[config.mk]
export PLATFORM = sky130hd
export DESIGN_NAME = del_cal_sequencer
export DESIGN_NICKNAME = d
export VERILOG_FILES = /design/src/rtl/del_cal_sequencer.sv
export SDC_FILE = /design/constraint.sdc
export NUM_CORES = 1
export LEC_CHECK = 0
export CAP_MARGIN = 20
export CORE_MARGIN = 2
export CORE_UTILIZATION = 45
export DETAILED_ROUTE_END_ITERATION = 16
export PLACE_DENSITY_LB_ADDON = 0.1
export REMOVE_ABC_BUFFERS = 1
export SYNTH_ARGS = -nofsm -noshare
export SYNTH_HDL_FRONTEND = slang
export SYNTH_SLANG_ARGS = --single-unit
export TNS_END_PERCENT = 30
[constraint.sdc]
create_clock -name clk -period 2.5 [get_ports clk]
set_input_delay 0.5 -clock clk [delete_from_list [all_inputs] [get_ports clk]]
set_output_delay 0.5 -clock clk [all_outputs]
set_load 0.02 [all_outputs]
[src/rtl/del_cal_sequencer.sv]
// Delay-calibration sequencer: takes over the GPIO config bus, selects delay-cal mode, then sweeps the shift amount.
// Optional abort input is enabled by defining DEL_CAL_SEQ_ABORT_EN.
module del_cal_sequencer #(
  parameter logic [15:0] MUX_SEL_ADDR   = 16'd3,
  parameter logic [15:0] SHIFT_AMT_ADDR = 16'd4,
  parameter logic [7:0]  DEL_CAL_SEL    = 8'd2,
  parameter int unsigned WR_HOLD        = 2,
  parameter int unsigned DWELL_CYCLES   = 64
) (
  input  logic        clk,
  input  logic        rst,
  input  logic [31:0] gpio_host_in,
  output logic [31:0] gpio_out,
  input  logic        start,
  input  logic [7:0]  shift_start,
  input  logic [7:0]  shift_count,
  input  logic [7:0]  restore_sel,
  output logic        del_trig,
  output logic        sample_strobe,
  output logic [7:0]  cur_shift,
  output logic        busy,
  output logic        done,
  output logic        host_collision
`ifdef DEL_CAL_SEQ_ABORT_EN
  ,
  input  logic        abort
`endif
);

  localparam logic [2:0] S_IDLE       = 3'd0;
  localparam logic [2:0] S_WR_SEL     = 3'd1;
  localparam logic [2:0] S_WR_SHIFT   = 3'd2;
  localparam logic [2:0] S_TRIG       = 3'd3;
  localparam logic [2:0] S_DWELL      = 3'd4;
  localparam logic [2:0] S_WR_RESTORE = 3'd5;
  localparam logic [2:0] S_DONE       = 3'd6;

  localparam logic [1:0] PH_SETUP   = 2'd0;
  localparam logic [1:0] PH_STROBE  = 2'd1;
  localparam logic [1:0] PH_RELEASE = 2'd2;

  localparam logic [15:0] HOLD_LAST  = 16'(WR_HOLD - 1);
  localparam logic [15:0] DWELL_LAST = 16'(DWELL_CYCLES - 1);

  logic [2:0]  state_q, state_d;
  logic [1:0]  phase_q, phase_d;
  logic [15:0] cnt_q, cnt_d;
  logic [7:0]  cur_shift_q, cur_shift_d;
  logic [7:0]  steps_q, steps_d;
  logic [7:0]  restore_q, restore_d;
  logic [15:0] addr_q, addr_d;
  logic [7:0]  data_q, data_d;
  logic        wclk_q, wclk_d;
  logic        del_trig_q, sample_strobe_q, done_q, busy_q;
  logic        coll_q, coll_d;
  logic        guard_q, guard_d;
  logic        host_wclk_q;
  logic        zero_done_s;
  logic        abort_pend_s;

`ifdef DEL_CAL_SEQ_ABORT_EN
  logic abort_q, abort_d;
  // An abort is remembered until the in-flight write has released, then steers to the restore write.
  assign abort_pend_s = abort_q | (abort & (state_q inside {S_WR_SEL, S_WR_SHIFT, S_TRIG, S_DWELL}));
  assign abort_d      = abort_pend_s & (state_d inside {S_WR_SEL, S_WR_SHIFT, S_TRIG, S_DWELL});

  // Abort latch
  always_ff @(posedge clk or posedge rst) begin
    if (rst) abort_q <= 1'b0;
    else     abort_q <= abort_d;
  end
`else
  assign abort_pend_s = 1'b0;
`endif

  // Sweep FSM and write sub-sequence next-state logic
  always_comb begin
    state_d     = state_q;
    phase_d     = phase_q;
    cnt_d       = cnt_q;
    cur_shift_d = cur_shift_q;
    steps_d     = steps_q;
    restore_d   = restore_q;
    addr_d      = addr_q;
    data_d      = data_q;
    wclk_d      = wclk_q;
    zero_done_s = 1'b0;
    case (state_q)
      S_IDLE: begin
        if (start) begin
          cur_shift_d = shift_start;
          steps_d     = shift_count;
          restore_d   = restore_sel;
          if (shift_count == 8'd0) zero_done_s = 1'b1;
          else                     state_d     = S_WR_SEL;
        end else begin
          state_d = S_IDLE;
        end
      end
      S_WR_SEL, S_WR_SHIFT, S_WR_RESTORE: begin
        case (phase_q)
          PH_SETUP: begin
            phase_d = PH_STROBE;
            wclk_d  = 1'b1;
            cnt_d   = 16'd0;
          end
          PH_STROBE: begin
            if (cnt_q == HOLD_LAST) begin
              phase_d = PH_RELEASE;
              wclk_d  = 1'b0;
            end else begin
              cnt_d = cnt_q + 16'd1;
            end
          end
          default: begin
            if (state_q == S_WR_RESTORE) state_d = S_DONE;
            else if (abort_pend_s)       state_d = S_WR_RESTORE;
            else if (state_q == S_WR_SEL) state_d = S_WR_SHIFT;
            else                         state_d = S_TRIG;
          end
        endcase
      end
      S_TRIG: begin
        if (abort_pend_s) state_d = S_WR_RESTORE;
        else              state_d = S_DWELL;
      end
      S_DWELL: begin
        if (abort_pend_s) begin
          state_d = S_WR_RESTORE;
        end else if (cnt_q == DWELL_LAST) begin
          if (steps_q > 8'd1) begin
            steps_d     = steps_q - 8'd1;
            cur_shift_d = cur_shift_q + 8'd1;
            state_d     = S_WR_SHIFT;
          end else begin
            state_d = S_WR_RESTORE;
          end
        end else begin
          cnt_d = cnt_q + 16'd1;
        end
      end
      S_DONE:  state_d = S_IDLE;
      default: state_d = S_IDLE;
    endcase
    // Every state entry starts a fresh counter; write states also load their address/data in SETUP.
    if (state_d != state_q) begin
      phase_d = PH_SETUP;
      cnt_d   = 16'd0;
      wclk_d  = 1'b0;
      case (state_d)
        S_WR_SEL:     begin addr_d = MUX_SEL_ADDR;   data_d = DEL_CAL_SEL; end
        S_WR_SHIFT:   begin addr_d = SHIFT_AMT_ADDR; data_d = cur_shift_d; end
        S_WR_RESTORE: begin addr_d = MUX_SEL_ADDR;   data_d = restore_d;   end
        default:      begin addr_d = addr_q;         data_d = data_q;      end
      endcase
    end else begin
      state_d = state_d;
    end
  end

  // Collision flag and handoff glitch guard next-state logic
  always_comb begin
    coll_d  = coll_q;
    guard_d = guard_q;
    if (busy_q && gpio_host_in[24] && !host_wclk_q) begin
      coll_d = 1'b1;
    end else if (state_q == S_IDLE && gpio_host_in[24] && gpio_host_in[15:0] == 16'hFFFF) begin
      coll_d = 1'b0;
    end else begin
      coll_d = coll_q;
    end
    if (state_q != S_IDLE && state_d == S_IDLE && gpio_host_in[24]) begin
      guard_d = 1'b1;
    end else if (!gpio_host_in[24]) begin
      guard_d = 1'b0;
    end else begin
      guard_d = guard_q;
    end
  end

  // State, datapath and registered outputs
  always_ff @(posedge clk or posedge rst) begin
    if (rst) begin
      state_q         <= S_IDLE;
      phase_q         <= PH_SETUP;
      cnt_q           <= 16'd0;
      cur_shift_q     <= 8'd0;
      steps_q         <= 8'd0;
      restore_q       <= 8'd0;
      addr_q          <= 16'd0;
      data_q          <= 8'd0;
      wclk_q          <= 1'b0;
      del_trig_q      <= 1'b0;
      sample_strobe_q <= 1'b0;
      done_q          <= 1'b0;
      busy_q          <= 1'b0;
      coll_q          <= 1'b0;
      guard_q         <= 1'b0;
      host_wclk_q     <= 1'b0;
    end else begin
      state_q         <= state_d;
      phase_q         <= phase_d;
      cnt_q           <= cnt_d;
      cur_shift_q     <= cur_shift_d;
      steps_q         <= steps_d;
      restore_q       <= restore_d;
      addr_q          <= addr_d;
      data_q          <= data_d;
      wclk_q          <= wclk_d;
      del_trig_q      <= (state_d == S_TRIG);
      sample_strobe_q <= (state_d == S_DWELL) && (cnt_d == DWELL_LAST);
      done_q          <= (state_d == S_DONE) || zero_done_s;
      busy_q          <= (state_d != S_IDLE) && (state_d != S_DONE);
      coll_q          <= coll_d;
      guard_q         <= guard_d;
      host_wclk_q     <= gpio_host_in[24];
    end
  end

  // Bus mux: idle is a live passthrough with the handoff guard masking a held w_clk
  always_comb begin
    if (state_q == S_IDLE) begin
      gpio_out     = gpio_host_in;
      gpio_out[24] = gpio_host_in[24] & ~guard_q;
    end else begin
      gpio_out = {7'b0, wclk_q, data_q, addr_q};
    end
  end

  assign del_trig       = del_trig_q;
  assign sample_strobe  = sample_strobe_q;
  assign cur_shift      = cur_shift_q;
  assign busy           = busy_q;
  assign done           = done_q;
  assign host_collision = coll_q;

endmodule

==> run_results.csv <==
group,metric,value,unit
clock_tree,cts_tree,"built",
synth,syn-cell-area,3980,um^2
die,pin_count,104,
clock_tree,cts_max_level,3,
global_route,grt_pass1_wl,20800,um
pwr,power.leakage,2.84,nW
worst_setup_path,slowest_delay,0.56,ns
hold_path,hold_path_class,"reg -> reg",
detailed_routing,post_drt_wl_per_cell,16.2,um
sta,rsz0062_at_grt,"true",
place,dp.cells,763,
synth,synthCells,506,
hold_path,hold_start,"host_wclk_q",
clock_tree,root_buffer,"clkbuf_8",
worst_setup_path,critPathKind,"reg -> reg",
sta,maxSlewViolCount,0,
worst_setup_path,path_buf_inv,1,
die,fp.dieH,98.1,um
worst_setup_path,timing.rr.end,"sample_strobe",
detailed_routing,drt_iter0_drc,260,
final_layout,final_area,6020,um^2
global_route,grt_pass1_vias,4311,
pwr,p_total,2.14,mW
clock_tree,clk_pin_slew_worst_paths,0.07,ns
worst_setup_path,cp_cell_sequence,"or4_4 > nor4_4 > o31a_1 > o21ai_2 > buf_4 > or4_1 > nor3_1 > o2111a_1",
clock_tree,clock_latency,0.34,ns
worst_setup_path,cp.required,2.78,ns
synth,synth_warnings,0,
synth,yosys.cell_types.count,60,
detailed_routing,dr.pass1.iters,5,
worst_setup_path,r2r_start,"steps_q[4]",
detailed_routing,routed_wl,12800,um
worst_setup_path,cp_top_family,"simple AND/OR/NAND/NOR gates",
sta,worst_slack,-0.0452,ns
detailed_routing,avgViaCountPerCell,5.58,
detailed_routing,drcViolationCount,0,
synth,synth_edf_count,0,
sta,worstMarginPinSlew,0.459,ns
final_layout,drive_above_1_share,0.201,
synth,yosysTopAreaCell,"dfrtp_1",
global_route,grt_max_degree,63,
worst_setup_path,crit_path_end_kind,"flip-flop",
sta,maxSlewHeadroom,0.694,
sta,fin_skew,0.0126,ns
synth,synthTopCellsByArea,"dfrtp_1 39%, nand2_1 8.2%, nor2_1 7.0%",
synth,ys_seq_elements,62,
synth,avgSynthCellArea,7.87,um^2
place,hpwlAfterDp,9400,um
global_route,grt_overflow,0,
worst_setup_path,arrival,2.82,ns
synth,synth_common_cells,"87 x nand2_1, 74 x nor2_1, 62 x dfrtp_1",
sta,layout_min_cycle_time,2.55,ns
die,fp.coreArea,8640,um^2
final_layout,syn_to_final_growth,51.1,%
run_status,outcome,"complete, but fails checks",
die,chipWidth,98.1,um
sta,fin_crit_sh,1.02,
worst_setup_path,crit_path_top_delay_cell,"or4_4",
worst_setup_path,path_max_fanout,3,
die,dieArea,9620,um^2
die,rows,34,
synth,synth_top_area_share,0.390,
synth,synth_ff_type,"dfrtp_1",
place,place_congestion,1.02,
final_layout,fin_nets,740,
flow_run,max_cap_violations,0,
sta,fin_setup_tns,-0.0452,ns
hold_path,worstHoldPathCells,1,
place,place.port_buffers,103,
pwr,cellPowerDensity,356,nW/um^2
final_layout,instances_no_fill,790,
place,place_area,5570,um^2
clock_tree,clock_path_buffers,2,
sta,setup_viol,1,
worst_setup_path,r2r_slack,-0.05,ns
detailed_routing,vias,4412,
place,dp_slack,-0.265,ns
sta,clock.fmax,0.393,GHz
clock_tree,cts.sinks,62,
clock_tree,numCtsBuffers,9,
worst_setup_path,worstSetupStartpointType,"flip-flop",
worst_setup_path,reg2regPathDepth,8,
synth,synth.most_common_cell,"nand2_1",
final_layout,nFillCells,744,
detailed_routing,antenna_left,0,
die,initial_core_util,0.461,
pwr,peakVddDrop,0.312,mV
hold_path,hold_path_end,"host_collision",
synth,ys_seq_area_frac,0.390,
clock_tree,ctsHoldBuffers,0,
run_status,violations,"setup timing",
sta,hold_viol_final,0,
synth,synth-async-reset-ratio,1.00,
global_route,grt_antenna_before_repair,2,
global_route,track_usage,0.265,
state kept, by name (all words and copies together) (netlist names):
name and count:
addr_q 2, busy 1, cnt_q 16, cur_shift 8
data_q 8, del_trig 1, done 1, guard_q 1
host_collision 1, host_wclk_q 1, phase_q 2, restore_q 8
sample_strobe 1, state_q 3, steps_q 8
layer usage:
metal,up-vias,GRT usage,wire [um]
met5,-,0,0
met3,30,0.0444,766
li1,2131,-,-
met1,2081,0.341,5510
met2,170,0.441,6210
met4,0,0.115,342
cells by family after synthesis:
group / synth area share
and+or+nand+nor: 0.360
buffers and inverters: 0.0443
muxes: 0.0101
DFF: 0.390
adders and majority gates: 0.0157
AOI/OAI and AO/OA: 0.178
xor gates and xnor gates: 0.00220
final cells by class:
| cell class | count | area, um^2 | area share |
|---|---|---|---|
| Clock inverter | 4 | 70.1 | 0.0116 |
| Clock buffer | 11 | 151 | 0.0252 |
| Tap cell | 108 | 135 | 0.0225 |
| Timing Repair Buffer | 185 | 1660 | 0.276 |
| Sequential cell | 62 | 1550 | 0.258 |
| Inverter | 9 | 33.8 | 0.00562 |
| Antenna cell | 2 | 5.00 | 0.000832 |
| Multi-Input combinational cell | 409 | 2400 | 0.400 |
worst max path at each step:
stage	start	end	slack, ns	depth (start not counted)
floorplan	state_q[2]	data_q[1]	-1.45	7
global placement	shift_count[0]	data_q[5]	-0.19	10
detailed placement	shift_count[4]	sample_strobe	-0.27	9
CTS	state_q[0]	gpio_out[27]	-0.03	4
global route	cnt_q[1]	sample_strobe	-0.13	10
finish	steps_q[4]	sample_strobe	-0.05	8
timing repair:
action | 4_1_cts | 5_1_grt
gates cloned | 2 | 1
gates resized for setup | 45 | 23
pin swaps | 1 | 4
buffers inserted | 3 | 4
setup endpoints to repair | 41 | 13
report_power, final:
group | total [mW] | internal (mW) | switching [mW]
clock | 0.995 | 0.607 | 0.388
sequential | 1.00 | 1.00 | 0.000146
combinational | 0.143 | 0.0935 | 0.0500
total | 2.14 | 1.70 | 0.438
metrics by stage:
stage	hold slack [ns]	util
after floorplan	0.410	-
after global placement	0.427	0.644
after detailed placement	0.426	0.644
after CTS	0.435	0.678
after global routing	0.441	0.697
final	0.430	0.697
cell usage in the layout, fill, tap and decap left out, types with 5 or more instances in the layout:
master,netlist,layout
nand2_1,87,87
and2_1,25,24
clkdlybuf4s50_1,0,71
nand3_1,18,18
o21ai_0,23,23
clkbuf_8,0,11
buf_4,2,75
nor3_1,18,18
dfrtp_1,62,61
and3_1,6,5
a21oi_1,39,37
a32oi_1,6,6
nand2b_1,7,7
nor2_1,74,69
nor2_2,1,5
o22ai_1,8,8
inv_1,9,8
ha_1,5,5
dlygate4sd2_1,0,31
nand4_1,13,13
No activity file was read; power rests on OpenSTA's default activity.
